`config.mk`:
```
export PLATFORM = sky130hd
export DESIGN_NAME = alu_arbiter
export DESIGN_NICKNAME = d
export VERILOG_FILES = /design/src/rtl/alu_pkg.sv /design/src/rtl/alu.sv /design/src/rtl/alu_arbiter.sv
export SDC_FILE = /design/constraint.sdc
export NUM_CORES = 1
export LEC_CHECK = 0
export CAP_MARGIN = 20
export CORE_AREA = 2 2 79 81
export CTS_CLUSTER_DIAMETER = 150
export DETAILED_ROUTE_END_ITERATION = 7
export DIE_AREA = 0 0 81 83
export PLACE_DENSITY = 0.67
export SYNTH_ARGS = -nofsm -noshare
export SYNTH_HDL_FRONTEND = slang
export SYNTH_HIERARCHICAL = 1
export SYNTH_SLANG_ARGS = --single-unit
```
`constraint.sdc`:
```
create_clock -name clk -period 5.6 [get_ports clk]
set_input_delay 0.56 -clock clk [delete_from_list [all_inputs] [get_ports clk]]
set_output_delay 0.56 -clock clk [all_outputs]
set_load 0.05 [all_outputs]
```
`src/rtl/alu_pkg.sv`:
```
// Shared ALU definitions: datapath width and 3-bit opcode encoding.
package alu_pkg;
    localparam int ALU_W = 8;

    localparam logic [2:0] OP_PASS = 3'b000;
    localparam logic [2:0] OP_ADD  = 3'b001;
    localparam logic [2:0] OP_SUB  = 3'b010;
    localparam logic [2:0] OP_AND  = 3'b011;
    localparam logic [2:0] OP_OR   = 3'b100;
    localparam logic [2:0] OP_XOR  = 3'b101;
    localparam logic [2:0] OP_SHL  = 3'b110;
    localparam logic [2:0] OP_SHR  = 3'b111;
endpackage

```
`src/rtl/alu.sv`:
```
// Purely combinational 8-bit ALU; arithmetic wraps modulo 2^ALU_W, no flags.
module alu
    import alu_pkg::*;
(
    input  logic [ALU_W-1:0] i_a,
    input  logic [ALU_W-1:0] i_b,
    input  logic [2:0]       i_op,
    output logic [ALU_W-1:0] o_y
);
    always_comb begin
        o_y = '0;
        case (i_op)
            OP_PASS: o_y = i_a;
            OP_ADD:  o_y = i_a + i_b;
            OP_SUB:  o_y = i_a - i_b;
            OP_AND:  o_y = i_a & i_b;
            OP_OR:   o_y = i_a | i_b;
            OP_XOR:  o_y = i_a ^ i_b;
            OP_SHL:  o_y = {i_b[ALU_W-2:0], 1'b0};
            OP_SHR:  o_y = {1'b0, i_a[ALU_W-1:1]};
            default: o_y = '0;
        endcase
    end
endmodule

```
`src/rtl/alu_arbiter.sv`:
```
// Round-robin sharing of one ALU between two requesters, each with a
// one-deep registered response slot.
module alu_arbiter
    import alu_pkg::*;
#(
    parameter int WIDTH = ALU_W
) (
    input  logic             clk,
    input  logic             rst_n,
    input  logic             req0_valid,
    output logic             req0_ready,
    input  logic [WIDTH-1:0] req0_a,
    input  logic [WIDTH-1:0] req0_b,
    input  logic [2:0]       req0_op,
    input  logic             req1_valid,
    output logic             req1_ready,
    input  logic [WIDTH-1:0] req1_a,
    input  logic [WIDTH-1:0] req1_b,
    input  logic [2:0]       req1_op,
    output logic             rsp0_valid,
    input  logic             rsp0_ready,
    output logic [WIDTH-1:0] rsp0_data,
    output logic             rsp1_valid,
    input  logic             rsp1_ready,
    output logic [WIDTH-1:0] rsp1_data,
    output logic             busy
);
    logic             r_last;
    logic             r_v0, r_v1;
    logic [WIDTH-1:0] r_d0, r_d1;
    logic             w_elig0, w_elig1, w_gnt0, w_gnt1;
    logic [WIDTH-1:0] w_a, w_b, w_y;
    logic [2:0]       w_op;

    // A slot that drains this cycle can accept a new result at the same edge.
    assign w_elig0 = req0_valid && (!r_v0 || rsp0_ready);
    assign w_elig1 = req1_valid && (!r_v1 || rsp1_ready);
    // r_last = 1 means requester 1 won most recently, so a tie goes to 0.
    assign w_gnt0  = rst_n && w_elig0 && (!w_elig1 || r_last);
    assign w_gnt1  = rst_n && w_elig1 && (!w_elig0 || !r_last);

    assign w_a  = w_gnt1 ? req1_a  : req0_a;
    assign w_b  = w_gnt1 ? req1_b  : req0_b;
    assign w_op = w_gnt1 ? req1_op : req0_op;

    alu u_alu (
        .i_a  (w_a),
        .i_b  (w_b),
        .i_op (w_op),
        .o_y  (w_y)
    );

    always_ff @(posedge clk) begin
        if (!rst_n) begin
            r_last <= 1'b1;
            r_v0   <= 1'b0;
            r_v1   <= 1'b0;
            r_d0   <= '0;
            r_d1   <= '0;
        end else begin
            if (w_gnt0 || w_gnt1) r_last <= w_gnt1;
            if (w_gnt0) begin
                r_v0 <= 1'b1;
                r_d0 <= w_y;
            end else if (rsp0_ready) begin
                r_v0 <= 1'b0;
            end
            if (w_gnt1) begin
                r_v1 <= 1'b1;
                r_d1 <= w_y;
            end else if (rsp1_ready) begin
                r_v1 <= 1'b0;
            end
        end
    end

    assign req0_ready = w_gnt0;
    assign req1_ready = w_gnt1;
    assign rsp0_valid = r_v0;
    assign rsp1_valid = r_v1;
    assign rsp0_data  = r_d0;
    assign rsp1_data  = r_d1;
    assign busy       = r_v0 || r_v1;
endmodule

```
# After elaboration in Yosys (flattened, before gate mapping)
# Index checks and enable logic that the tools add are counted.
[op_classes] add_sub_neg=2 multipliers=0 n_div=0 magnitude_cmp=0 n_eq_ne=7 n_shift=0 n_mux=8 bitwise_logic=3 reduce_logical=20
[ops] operator="one-hot mux 8 bit (8 select lines)" count=1
[ops] operator="2-to-1 mux 8 bit" count=2
[ops] operator="== test 3 bit (second input constant)" count=4
[ops] operator="adder 8 bit" count=1
[ops] operator="AND 8 bit" count=1
[ops] operator="OR 8 bit" count=1
[ops] operator="subtractor 8 bit" count=1
[ops] operator="XOR 8 bit" count=1
[ops] operator="== test 3 x 2 -> 1 bit (second input constant)" count=2
[ops] operator="logical AND 1 bit" count=6
[ops] operator="logical OR 1 bit" count=6
[ops] operator="logical NOT 1 bit" count=5
[ops] operator="2-to-1 mux 1 bit" count=4
[ops] operator="nonzero test 2 bit" count=2
[ops] operator="== test 3 x 1 -> 1 bit (second input constant)" count=1
[ops] operator="logical NOT 3 bit" count=1
[ops] operator="2-to-1 mux 3 bit" count=1
[totals] regBits=19 latchBits=0 ram_bits=0 rom_bits=0 out_inout_bits=21 elab_cells=45 n_memories=0

# Logic depth before layout (Yosys ltp)
# Gate-level depths: netlist of the first run.
[depth] depth_word=9 depth_mapped=17 mapped_depth_nobuf=16

# By module
# The synthesis of the first run kept the hierarchy.
[modules_own_cells] mod="alu" instances=1 cells_per_inst=157 area_each_um2=1208.7
[modules_own_cells] mod="alu_arbiter" instances=1 cells_per_inst=111 area_each_um2=1063.5

# Worst setup path after synthesis of the first run
# OpenSTA, ideal clock, no wires.
[synth_timing] path_kind="flip-flop to flip-flop" startpoint="register r_v1, in the netlist rsp1_valid" endpoint="register r_d0[6], in the netlist rsp0_data[6]" arrival_ns=3.616 required_time_ns=5.526 slack_ns=1.910 path_stages_with_launch=16 n_path_buf=1 period_less_slack_ns=3.690 path_cell_list="dfxtp_1 nor2b_4 nor2_2 nand3_2 buf_6 mux2_2 nor3b_2 mux2_2 fa_1 nor2b_1 o31a_1 o21ai_0 nor4b_2 nor3_1 nand2_1 o21ai_0"
[synth_between] elab_chain_cells=8 elab_cells_between_ends=25
[synth_rtl] element="start, declared" line="alu_arbiter.sv:29" rtl="logic r_v0, r_v1;"
[synth_rtl] element="start signal, assigned" line="alu_arbiter.sv:57" rtl="r_v1 <= 1'b0;"
[synth_rtl] element="start signal, assigned" line="alu_arbiter.sv:69" rtl="r_v1 <= 1'b1;"
[synth_rtl] element="start signal, assigned" line="alu_arbiter.sv:72" rtl="r_v1 <= 1'b0;"
[synth_rtl] element="logical NOT 1 bit (*)" line="alu_arbiter.sv:37" rtl="assign w_elig1 = req1_valid && (!r_v1 || rsp1_ready);"
[synth_rtl] element="logical OR 1 bit (*)" line="alu_arbiter.sv:37"
[synth_rtl] element="logical AND 1 bit (*)" line="alu_arbiter.sv:37"
[synth_rtl] element="logical AND 1 bit (*) (2 in a row)" line="alu_arbiter.sv:40" rtl="assign w_gnt1 = rst_n && w_elig1 && (!w_elig0 || !r_last);"
[synth_rtl] element="2-to-1 mux 3 bit (*)" line="alu_arbiter.sv:44" rtl="assign w_op = w_gnt1 ? req1_op : req0_op;"
[synth_rtl] element="named net w_op[2]" line="alu_arbiter.sv:33" rtl="logic [2:0] w_op;"
[synth_rtl] element="== test 3 bit, or another cell as far along" line="alu.sv:12" rtl="case (i_op)"
[synth_rtl] element="one-hot mux 8 bit (8 select lines) (*)" line="alu.sv:12"
[synth_rtl] element="named net w_y[6]" line="alu_arbiter.sv:32" rtl="logic [WIDTH-1:0] w_a, w_b, w_y;"
[synth_rtl] element="end signal, assigned" line="alu_arbiter.sv:64" rtl="r_d0 <= w_y;"
[synth_rtl] element="end, declared" line="alu_arbiter.sv:30" rtl="logic [WIDTH-1:0] r_d0, r_d1;"
# The timed path passes the listed nets; every way through them passes the cells marked *.
# A chain may end at the register's enable or synchronous reset.

# Final worst setup path of the first run
[layout_timing] startpoint="input rst_n" endpoint="register r_d0[6], in the netlist rsp0_data[6]"
[layout_between] elab_chain_cells=5 elab_cells_between_ends=21
[layout_rtl] element="start, declared" line="alu_arbiter.sv:9" rtl="input logic rst_n,"
[layout_rtl] element="logical AND 1 bit (*) (2 in a row)" line="alu_arbiter.sv:40"
[layout_rtl] element="2-to-1 mux 3 bit (*)" line="alu_arbiter.sv:44"
[layout_rtl] element="named net w_op[2]" line="alu_arbiter.sv:33"
[layout_rtl] element="== test 3 bit, or another cell as far along" line="alu.sv:12"
[layout_rtl] element="one-hot mux 8 bit (8 select lines) (*)" line="alu.sv:12"
[layout_rtl] element="named net w_y[6]" line="alu_arbiter.sv:32"
# Marked as above.

==> results of run 1 <==
-- final timing paths --
kind                                           startpoint                        end
worst max-delay path                                rst_n  rsp0_data[6]$_SDFFE_PN0P_
worst min register to register  rsp1_data[1]$_SDFFE_PN0P_  rsp1_data[1]$_SDFFE_PN0P_
worst max register to register    rsp1_valid$_SDFFE_PN0P_  rsp0_data[6]$_SDFFE_PN0P_
worst min-delay path            rsp1_data[1]$_SDFFE_PN0P_  rsp1_data[1]$_SDFFE_PN0P_
-- metal layers --
layer	global-route usage	part of all wire	wire (µm)	vias to the layer above
li1	-	-	-	1061
met1	0.206	0.44	2410	953
met2	0.270	0.46	2510	83
met3	0.0315	0.080	437	14
met4	0.0616	0.026	144	0
met5	0	0	0	-
-- where the power goes --
| part | internal, µW | leakage [µW] | switching [µW] |
|---|---|---|---|
| combinational | 162 | 0.00112 | 215 |
| sequential | 151 | 0.000156 | 8.95 |
| clock | 49.4 | 0.0000255 | 44.9 |
-- cell usage in the layout (no fill, tap or decap), types with 3 or more instances in the layout --
cell,Yosys,final
buf_4,0,3
a221oi_1,5,5
nand2_1,28,28
ha_1,24,24
mux2i_1,9,9
nor2_1,8,8
xor2_1,3,3
a211oi_1,3,3
clkdlybuf4s50_1,0,64
mux2_2,18,18
o22ai_1,3,3
xnor2_1,7,7
o21ai_0,11,11
inv_1,34,34
a31oi_1,6,6
nand3_1,10,10
dfxtp_1,19,19
a21oi_1,11,11
nor3_1,5,5
mux4_2,3,3
a22o_1,3,3
clkbuf_8,0,3
-- registers in the layout, summed over array words and instances, names as in the netlist --
| signal | cells |
|---|---|
| rsp1_data | 8 |
| rsp1_valid | 1 |
| rsp0_data | 8 |
| r_last | 1 |
| rsp0_valid | 1 |
-- critical path, stage by stage --
cell	delay [ns]
clkdlybuf4s50_1	0.46
buf_4	0.28
nand3_2	0.40
mux2_2	0.58
nor3b_2	0.46
mux2_2	0.42
fa_1	0.44
nor2b_1	0.16
o31a_1	0.15
o21ai_0	0.11
nor4b_2	0.18
nor3_1	0.25
nand2_1	0.07
o21ai_0	0.13
-- cells by family after synthesis --
kind of cell               Yosys count  synth area share
AOI/OAI and AO/OA                   57             0.178
xor gates and xnor gates            10            0.0385
adders and majority gates           26             0.145
buffers and inverters               48             0.111
DFF                                 19             0.167
muxes                               34             0.182
and+or+nand+nor                     74             0.177
-- per-stage QoR --
stage	hold slack, ns	util	worst slack [ns]
floorplan	0.539	-	1.91
global placement	0.444	0.500	0.989
detailed placement	0.451	0.500	0.887
CTS	0.462	0.508	1.13
global route	0.482	0.508	0.768
finish	0.457	0.508	1.13
-- area by class of cell --
type / instances / area (µm²) / area share
multi-input cells: 201 / 1640 / 0.555
repair buffers: 67 / 663 / 0.224
flip-flops and latches: 19 / 380 / 0.129
inverters: 35 / 131 / 0.0445
well taps: 75 / 93.8 / 0.0318
clock buffers: 3 / 41.3 / 0.0140
clock inverters: 1 / 5.00 / 0.00169
==> run summary, run 1 <==
Tot Pwr - 632 µW
Final Hold Violating Endpoints - 0
Resize count post-CTS - 0
drt total wl - 5.50 mm
Post-synth EDFFs - 0
Power Dens Cells - 214 mW/mm²
R2R depth - 14
grt total ovfl - 0
Worst setup EP type - flip-flop
status - finished, final reports clean
drc violations - 0
top post-synthesis cells by area - dfxtp_1 (17%), ha_1 (13%), mux2_2 (8.9%)
Root Buffer Master - clkbuf_8
PortBufs - 64
Sink Count - 19
placed cell count - 397
Fillers - 574
setup TNS - 0 ns
CTS tree - yes
ANT nets after route - 0
fmax - 224 MHz
Synth Register Bits - 19
Post-CTS Setup Inserts - 0
hold_buf cts - 0
DPL Wire Length - 4.46 mm
leading cell types by count after synthesis - inv_1 (34), nand2_1 (28), ha_1 (24)
initial antenna violation count - 0
first-pass GRT wire length - 9.00 mm
DR vias/cell - 5.26
top-area cell type share of the netlist area - 0.167
Synth area leader - dfxtp_1
startpoint types - input port
vias in the first global route - 1,964
share of layout cells above drive strength 1 - 0.138
GPL Wtd Cong - 0.950
clock-pin slew on the worst setup and hold paths - 0.07 ns
Slew Limit Fails - 0
Slew headroom - 0.590
Syn Nets - 337
FFs w/ async S/R, synth - 0
hold depth - 2
reg-to-reg setup timing slack - 1.67 ns
Design Area, Final - 0.00295 mm²
fin crit share - 0.798
Die Y - 83 µm
Total Die Area - 0.00672 mm²
drt pass-1 iters - 4
maxcap violations - 0
ant diodes - 0
final setup fails - 0
final worst path period need - 4.47 ns
Leak Pwr - 0.00130 µW
Worst Hold Class - flip-flop to flip-flop
worst vdd ir - 0.148 mV
Synth Instances - 268
worst-path fanout max - 28
RSZ-0062 raised after global routing - false
I/O pin cnt - 65
DR vias - 2,111
nets@finish - 396
Inserted Clock Buffers - 3
area of the core - 0.00582 mm²
Synth cell types - 59
clk buf depth - 2
Area Overhead vs Synth - 30.0%
initial drt markers - 54
chip width - 81 µm
Yosys warnings - 6
number of H-tree levels - 1
Post-Synthesis Cell Area - 0.00227 mm²
Mapped Avg Cell Area - 8.48 µm²
fin cells - 401
critical path type - input port to flip-flop
FP Rows - 28
post-DR wirelength/cell - 13.7 µm
Setup Skew - 0.00236 ns
Skew-Pair Late Insertion Delay - 0.25 ns
largest net degree at the start of global routing - 29
most common cell in the netlist - inv_1
placed inst area - 0.00291 mm²
crit path DAT - 4.65 ns
Worst-Margin Slew - 0.611 ns
initial core utilization - 0.391
Required @ worst endpoint - 5.79 ns
sequential-to-total area share from yosys stat - 0.167
GRT Overall Usage - 0.163
Post-synth top flop - dfxtp_1
Note: power is estimated with default switching activity, not from simulation.
==> run 2, diff against run 1 <==
--- a/config.mk
+++ b/config.mk
@@ -10,7 +10,7 @@
 export CTS_CLUSTER_DIAMETER = 150
 export DETAILED_ROUTE_END_ITERATION = 7
 export DIE_AREA = 0 0 81 83
-export PLACE_DENSITY = 0.67
+export PLACE_DENSITY = 0.7
 export SYNTH_ARGS = -nofsm -noshare
 export SYNTH_HDL_FRONTEND = slang
 export SYNTH_HIERARCHICAL = 1
==> constraint.sdc (replaced) <==
create_clock -name clk -period 3.7 [get_ports clk]
set_input_delay 0.37 -clock clk [delete_from_list [all_inputs] [get_ports clk]]
set_output_delay 0.37 -clock clk [all_outputs]
set_load 0.05 [all_outputs]
==> run summary, run 2 (same netlist as run 1, synthesis figures left out) <==
Worst Hold Class - flip-flop to flip-flop
fmax - 284 MHz
GRT Overall Usage - 0.179 (+0.0156)
clock-pin slew on the worst setup and hold paths - 0.07 ns (about the same)
commonest cells after routing, fill and taps aside - clkdlybuf4s50_1 (62), buf_4 (40), inv_1 (33)
post-layout util - 0.570 (+0.0620)
first-pass GRT wire length - 9.88 mm (+9.7%)
worst-path fanout max - 6 (-79%)
Worst path max stage delay - 0.46 ns (-0.12 ns)
Area Overhead vs Synth - 45.9%
placed cell count - 434 (+9.3%)
Final WS setup - 0.175 ns (-0.958 ns)
worst vdd ir - 0.260 mV (+76%)
register area - 380 µm² (unchanged)
post-DR wirelength/cell - 13.3 µm (-2.6%)
DR vias - 2,231 (+5.7%)
final worst path period need - 3.52 ns
vias in the first global route - 2,122 (+8.0%)
Required @ worst endpoint - 3.89 ns (-1.90 ns)
share of layout cells above drive strength 1 - 0.266 (+0.128)
Leak Pwr - 0.00151 µW (+16%)
initial core utilization - 0.391 (unchanged)
PortBufs - 64 (unchanged)
CP bufs+invs - 5 (+3)
area of the multi-input gates - 0.00170 mm² (+3.6%)
Slew headroom - 0.471 (-0.118)
drc violations - 0 (unchanged)
Worst-Margin Slew - 0.787 ns (+0.176 ns)
Root Buffer Master - clkbuf_8
final setup fails - 0 (unchanged)
Worst setup EP type - flip-flop
met1 Use GR - 0.249 (+0.0429)
Crit path max-delay family - buffers and inverters
ant diodes - 0 (unchanged)
critical path cell sequence - clkdlybuf4s50_1 > nand2b_4 > nand3_2 > nand3_4 > buf_12 > mux2_2 > inv_1 > ha_2 > mux2_2 > inv_1 > ha_1 > nand3b_1 > nand2_1 > a31oi_1 > xor2_1 > a221oi_2 > buf_4 > nand2_1 > o21ai_0
Setup Skew - 0.00242 ns (+0.0000574 ns)
FP Rows - 28 (unchanged)
Hold WS - 0.464 ns (+0.00694 ns)
ANT nets after route - 0 (unchanged)
Slew Limit Fails - 0 (unchanged)
Total Die Area - 0.00672 mm² (unchanged)
I/O pin cnt - 65 (unchanged)
Inserted Clock Buffers - 3 (unchanged)
maxcap violations - 0 (unchanged)
Final Hold Violating Endpoints - 0 (unchanged)
drt total wl - 5.86 mm (+6.6%)
Tot Pwr - 1060 µW (+67%)
met2 GRT Util - 0.291 (+0.0203)
global routing usage on met3 - 0.0130 (-0.0185)
startpoint types - input port
area of the core - 0.00582 mm² (unchanged)
Skew-Pair Late Insertion Delay - 0.26 ns (about the same)
fin crit share - 0.953
clk buf depth - 2 (unchanged)
nets@finish - 434 (+9.6%)
number of H-tree levels - 1 (unchanged)
chip width - 81 µm (unchanged)
worst slack at placement - -0.252 ns (-1.14 ns)
status - finished, final reports clean
largest net degree at the start of global routing - 28 (-3.4%)
GPL Wtd Cong - 0.894 (-5.9%)
Sink Count - 19 (unchanged)
DR vias/cell - 5.08 (-3.5%)
drt pass-1 iters - 5 (+1)
CTS tree - yes
Fillers - 551 (-4.0%)
initial drt markers - 96 (+78%)
initial antenna violation count - 0 (unchanged)
most common cell after layout, fill and taps aside - clkdlybuf4s50_1
crit path DAT - 3.71 ns (-0.94 ns)
Die Y - 83 µm (unchanged)
slowest CP cell - clkdlybuf4s50_1
critical path type - input port to flip-flop
Power Dens Cells - 319 mW/mm² (+49%)
layer with the highest usage - met2
DPL Wire Length - 4.74 mm (+6.1%)
fin cells - 439 (+9.5%)
grt total ovfl - 0 (unchanged)
hold_buf cts - 0 (unchanged)
[run 2: cell count changes in the layout (fill, tap and decap cells not counted), sizes merged]
cell,delta
buf,+39
clkdlybuf4s50,-2
dlymetal6s2s,+1
[run 2: layer usage]
layer  part of all wire  wire, µm
met3              0.039       231
met1               0.46      2670
met5                  0         0
met4              0.015        85
met2               0.49      2870
[run 2: worst paths after layout]
kind / startpoint / slack (ns) / end / cells past startpoint
max: rsp0_ready / 0.18 / rsp0_data[5]$_SDFFE_PN0P_ / 19
min: rsp1_data[7]$_SDFFE_PN0P_ / 0.46 / rsp1_data[7]$_SDFFE_PN0P_ / 2
max reg2reg: rsp1_valid$_SDFFE_PN0P_ / 0.37 / rsp0_data[5]$_SDFFE_PN0P_ / 18
min reg2reg: rsp1_data[7]$_SDFFE_PN0P_ / 0.46 / rsp1_data[7]$_SDFFE_PN0P_ / 2
[run 2: power by group]
| group | internal (µW) | total, µW | switching, µW | leakage (µW) |
|---|---|---|---|---|
| clock | 74.9 | 143 | 67.8 | 0.0000255 |
| sequential | 229 | 243 | 14.2 | 0.000156 |
| combinational | 316 | 671 | 355 | 0.00133 |
[run 2: worst reg2reg max path: stages (launching register included)]
cell and delay, ns:
dfxtp_1 0.32, nor2b_4 0.13, nor2_2 0.14, nand3_4 0.15
buf_12 0.17, mux2_4 0.32, inv_1 0.08, ha_2 0.27
mux2_2 0.30, inv_1 0.07, ha_1 0.22, nand3b_1 0.13
nand2_1 0.10, a31oi_1 0.17, xor2_1 0.11, a221oi_2 0.26
buf_4 0.16, nand2_1 0.04, o21ai_0 0.12
[run 2: through the flow]
stage | instance area (µm²) | TNS [ns]
floorplan | 2270 | 0
global placement | 3200 | -1.39
finish | 3310 | 0
detailed placement | 3200 | -2.08
CTS | 3240 | 0
global route | 3310 | -0.0169
[run 2: cell type report]
cell class              count  share of cell area
clock buffers               3              0.0125
clock inverters             1             0.00151
multi-input cells         201               0.512
flip-flops and latches     19               0.115
repair buffers            105               0.291
inverters                  35              0.0396
well taps                  75              0.0283
[run 2: timing repair]
| action | 4_1_cts | 5_1_grt |
|---|---|---|
| gates resized for setup | 0 | 19 |
| hold endpoints to repair | 0 | 0 |
| setup buffers | 0 | 1 |
| setup endpoints to repair | 0 | 14 |
==> run 3, diff against run 2 <==
--- a/config.mk
+++ b/config.mk
@@ -6,10 +6,10 @@
 export NUM_CORES = 1
 export LEC_CHECK = 0
 export CAP_MARGIN = 20
-export CORE_AREA = 2 2 79 81
+export CORE_AREA = 8 8 85 87
 export CTS_CLUSTER_DIAMETER = 150
 export DETAILED_ROUTE_END_ITERATION = 7
-export DIE_AREA = 0 0 81 83
+export DIE_AREA = 0 0 93 95
 export PLACE_DENSITY = 0.7
 export SYNTH_ARGS = -nofsm -noshare
 export SYNTH_HDL_FRONTEND = slang
==> run summary, run 3 (same netlist as run 1, synthesis figures left out) <==
initial core utilization - 0.391 (unchanged)
Worst-Margin Slew - 0.620 ns (-0.167 ns)
slowest CP cell - clkdlybuf4s50_1
share of layout cells above drive strength 1 - 0.233 (-0.0332)
drt pass-1 iters - 4 (-1)
Power Dens Cells - 317 mW/mm² (-0.71%)
DR vias/cell - 5.12 (+0.83%)
Sink Count - 19 (unchanged)
crit path DAT - 3.68 ns (-0.03 ns)
ANT nets after route - 0 (unchanged)
WP depth - 18 (-1)
Final WS setup - 0.205 ns (+0.0301 ns)
most common cell after layout, fill and taps aside - clkdlybuf4s50_1
area of the core - 0.00582 mm² (unchanged)
PortBufs - 64 (unchanged)
Crit path max-delay family - buffers and inverters
Leak Pwr - 0.00148 µW (-2.2%)
ant diodes - 0 (unchanged)
DR vias - 2,229 (-0.090%)
CP startpoint - rsp0_ready
drt total wl - 6.27 mm (+7.1%)
status - finished, final reports clean
DPL Wire Length - 5.22 mm (+10%)
fin cells - 435 (-0.91%)
number of H-tree levels - 1 (unchanged)
worst vdd ir - 0.235 mV (-9.7%)
fin crit share - 0.945 (-0.00812)
hold_buf cts - 0 (unchanged)
Final Hold Violating Endpoints - 0 (unchanged)
crit-path most repeated cell - buf_4
initial antenna violation count - 0 (unchanged)
hold depth - 2 (unchanged)
Die Y - 95 µm (+14%)
Root Buffer Master - clkbuf_8
Slew Limit Fails - 0 (unchanged)
Worst path max stage delay - 0.46 ns (about the same)
Required @ worst endpoint - 3.88 ns (about the same)
CP bufs+invs - 5 (unchanged)
post-layout util - 0.561 (-0.00904)
fmax - 286 MHz (+0.86%)
clock-pin slew on the worst setup and hold paths - 0.06 ns (about the same)
startpoint types - input port
drc violations - 0 (unchanged)
Worst Hold Class - flip-flop to flip-flop
FP Rows - 28 (unchanged)
GRT Overall Usage - 0.137 (-0.0419)
largest net degree at the start of global routing - 28 (unchanged)
maxcap violations - 0 (unchanged)
worst slack at placement - -0.264 ns (-0.0121 ns)
Tot Pwr - 1030 µW (-2.3%)
Total Die Area - 0.00884 mm² (+31%)
Skew-Pair Late Insertion Delay - 0.26 ns (about the same)
GPL Wtd Cong - 0.898 (+0.45%)
clk buf depth - 2 (unchanged)
Area Overhead vs Synth - 43.6%
critical path type - input port to flip-flop
post-DR wirelength/cell - 14.4 µm (+8.1%)
first-pass GRT wire length - 9.95 mm (+0.70%)
placed cell count - 429 (-1.2%)
worst r2r src - rsp1_valid$_SDFFE_PN0P_
Slew headroom - 0.586 (+0.114)
RSZ-0062 raised after global routing - false
final setup fails - 0 (unchanged)
Setup Skew - 0.00282 ns (+0.000401 ns)
final worst path period need - 3.49 ns (-0.0301 ns)
worst-path fanout max - 6 (unchanged)
commonest cells after routing, fill and taps aside - clkdlybuf4s50_1 (63), buf_4 (37), inv_1 (34)
hold path startpoint - rsp1_data[7]$_SDFFE_PN0P_
CTS tree - yes
chip width - 93 µm (+15%)
critical path cell sequence - clkdlybuf4s50_1 > nand2b_4 > nand3_2 > nand3_4 > mux2_2 > nor3b_4 > buf_4 > nor2_1 > xnor2_1 > ha_1 > buf_4 > xor2_1 > o211ai_1 > a21oi_1 > a221oi_2 > buf_4 > inv_1 > mux2i_1
nets@finish - 430 (-0.92%)
Inserted Clock Buffers - 3 (unchanged)
initial drt markers - 160 (+67%)
I/O pin cnt - 65 (unchanged)
grt total ovfl - 0 (unchanged)
vias in the first global route - 2,099 (-1.1%)
R2R depth - 18 (unchanged)
Worst setup EP type - flip-flop
run 3: stage by stage:
| step | cell area, µm² | setup TNS (ns) | hold slack, ns |
|---|---|---|---|
| floorplan | 2270 | 0 | 0.517 |
| global placement | 3150 | -1.27 | 0.444 |
| detailed placement | 3150 | -2.84 | 0.457 |
| CTS | 3200 | 0 | 0.467 |
| global route | 3260 | 0 | 0.490 |
| finish | 3260 | 0 | 0.460 |
run 3: per-layer routing:
| metal | up-vias | wire length [µm] | share of wire | GRT usage |
|---|---|---|---|---|
| met1 | 1018 | 2780 | 0.44 | 0.169 |
| met5 | - | 0 | 0 | 0 |
| li1 | 1133 | - | - | - |
| met3 | 9 | 347 | 0.055 | 0.0238 |
| met4 | 0 | 97 | 0.015 | 0.0362 |
| met2 | 69 | 3050 | 0.49 | 0.240 |
run 3: power breakdown:
group	internal, µW	total [µW]	switching [µW]
Sequential	229	244	14.7
Combinational	300	648	347
Clock	76.6	141	64.8
Total	606	1030	427
run 3: final cells by class:
class | count | area, µm²
sequential | 19 | 380
tap | 75 | 93.8
clock buffer | 4 | 45.0
inverter | 35 | 131
fill | 549 | 2550
multi-input combinational | 202 | 1700
timing repair buffer | 100 | 908
run 3: tightest hold or removal path: stages (launching register included):
cell     delay (ns)
dfxtp_1        0.31
nand2_1        0.05
mux2i_1        0.05
run 3: what timing repair did:
action,in CTS,in global routing
setup endpoints to repair,2,11
resized for setup,1,9
cloned,0,1
pin swaps,0,4
buffers inserted,0,1
run 3: path summary, 6_finish.rpt:
path / end / slack, ns
min reg2reg: rsp1_data[7]$_SDFFE_PN0P_ / 0.46
max: rsp1_data[2]$_SDFFE_PN0P_ / 0.21
max reg2reg: rsp1_data[2]$_SDFFE_PN0P_ / 0.45
min: rsp1_data[7]$_SDFFE_PN0P_ / 0.46
==> edit (config.mk and constraints of run 2) <==
Make the reset (`rst_n`) asynchronous in one clocked block.
--- a/src/rtl/alu_arbiter.sv
+++ b/src/rtl/alu_arbiter.sv
@@ -50,7 +50,7 @@
         .o_y  (w_y)
     );
 
-    always_ff @(posedge clk) begin
+    always_ff @(posedge clk or negedge rst_n) begin
         if (!rst_n) begin
             r_last <= 1'b1;
             r_v0   <= 1'b0;
Check against the original RTL: differs if rst_n is asserted again (counterexample within 4 cycles, from zero or initial values and one cycle with rst_n low); with rst_n held inactive, the same outputs for 10 cycles.
==> edit against run 2 <==
Total power increased by 56%; first-iteration DRC count is 46% higher; global-route usage down 0.059 points; final area is 1.6% higher; worst setup slack got worse by 70 ps; hold slack improved by 31 ps; area after synthesis is 3.1% lower; sequential cell count did not move; routed wire length rose by 6.5%; maximum frequency down 2.0%; synthesized cell count shrank 15%; via count shrank 4.1%.
==> edit: results (changes against run 2) <==
outcome finished clean (unchanged); leakage power of the design 1.52 nW (was 1.51 nW); Root Buffer clkbuf_8 (unchanged); Mapped Nets 297 (was 337); pin count of the biggest net entering global routing 24 (was 28); pre-CTS setup slack -228 ps (was -252 ps); antenna cells 0 (unchanged); via count 2139 (was 2231); DP Area 0.00314 sq mm (was 0.00320 sq mm); total track usage 17.8% (was 17.9%); number of global-route vias before repair 2062 (was 2122); TritonRoute pass-1 iters 4 (was 5); Top FF cell, synth dfrtp_1 (was dfxtp_1); Post-synth top cells 34 x mux2_2, 25 x inv_1, 24 x ha_1 (was 34 x inv_1, 28 x nand2_1, 24 x ha_1); first-pass GRT wire length 9.58 mm (was 9.88 mm); Fillers 539 (was 551); fin crit share 97.2% (was 95.3%); worst hold path class in2async (was reg2reg); Netlist cell types 57 (was 59); maximum VDD drop 0.000508 V (was 0.000260 V); Initial DRC Count 140 (was 96); fraction of layout cells with a size suffix above 1 35.3% (was 26.6%); Setup Skew 4.08 ps (was 2.42 ps); gpl congestion 0.921 (was 0.894); sequential fraction of the synthesis area 21.7% (was 16.7%); max_slew headroom 63.4% (was 47.1%); worst-skew pair later-pin latency 250 ps; wire length per cell 15.4 microns (was 13.3 microns); Largest stage delay, worst path 430 ps (was 460 ps); CP max FO 8 (was 6); HPWL after detailed placement 4.86 mm (was 4.74 mm); async set-reset flop share out of synthesis 100% (was 0%); Final nets 399 (was 434)
## edit: cell types whose count changed after synthesis, moves of 2 or more
cell	change
nand3_1	-8
buf_4	+3
mux2_1	+2
nand3_2	-2
nand2_1	-17
o21ai_0	-7
inv_1	-9
buf_6	-4
dfxtp_1	-19
mux2_2	+16
mux2_4	-2
mux2i_1	-8
dfrtp_1	+18
## edit: stage by stage
stage	instances	hold slack, ps	power [W]	setup TNS, ps	utilization (%)
final	404	496	0.00165	0	57.9
after global routing	404	509	0.00174	0	57.9
after global placement	394	490	0.00142	-1800	54.0
after detailed placement	394	488	0.00144	-2110	54.0
after floorplan	228	74.4	0.00104	0	-
after CTS	398	501	0.00158	0	54.8
## edit: cells by family after synthesis
| kind of cell | after synthesis | share of synthesized area [%] |
|---|---|---|
| buf+inv | 35 | 7.62 |
| simple gates | 47 | 12.6 |
| flops | 19 | 21.7 |
| xor+xnor | 10 | 3.98 |
| mux | 42 | 23.0 |
| compound gates | 49 | 16.2 |
| fa+ha+maj | 26 | 15.0 |
## edit: layer usage
layer	vias to the layer above	global-route usage, %	routed length (microns)
li1	1025	-	-
met1	1023	24.3	2760
met2	80	29.5	3020
met3	11	3.15	378
met4	0	3.24	78
met5	-	0	0
## edit: power by group
group	total (W)	internal, W	switching (W)
Clock	0.000140	0.0000765	0.0000634
Combinational	0.00116	0.000505	0.000659
Sequential	0.000343	0.000296	0.0000468
## edit: worst register-to-register path: cells and delay by family (launching register included)
kind | cells | cell delay, ps
AOI/OAI and AO/OA | 3 | 650
xor gates and xnor gates | 1 | 100
adders and majority gates | 1 | 390
buffers and inverters | 3 | 470
DFF | 1 | 540
muxes | 2 | 600
and+or+nand+nor | 6 | 720
## edit: area by class of cell
type / instances / area share (%)
Timing Repair Buffer: 106 / 28.7
Multi-Input combinational cell: 174 / 50.1
Clock buffer: 4 / 1.34
Inverter: 26 / 2.90
Tap cell: 75 / 2.79
Sequential cell: 19 / 14.2
## edit: final timing paths
check	cells after the start	from	to
max	17	req1_valid	rsp0_data[7]
min	2	rst_n	rsp1_data[4]
max reg2reg	16	r_last	rsp0_data[7]
min reg2reg	2	r_last	r_last
max in group asynchronous	2	rst_n	r_last
min in group clk	2	r_last	r_last
## edit: timing repair
item                                    CTS  global route
endpoints found under the setup margin    0            12
setup buffers                             0             6
gates resized for setup                   0            34
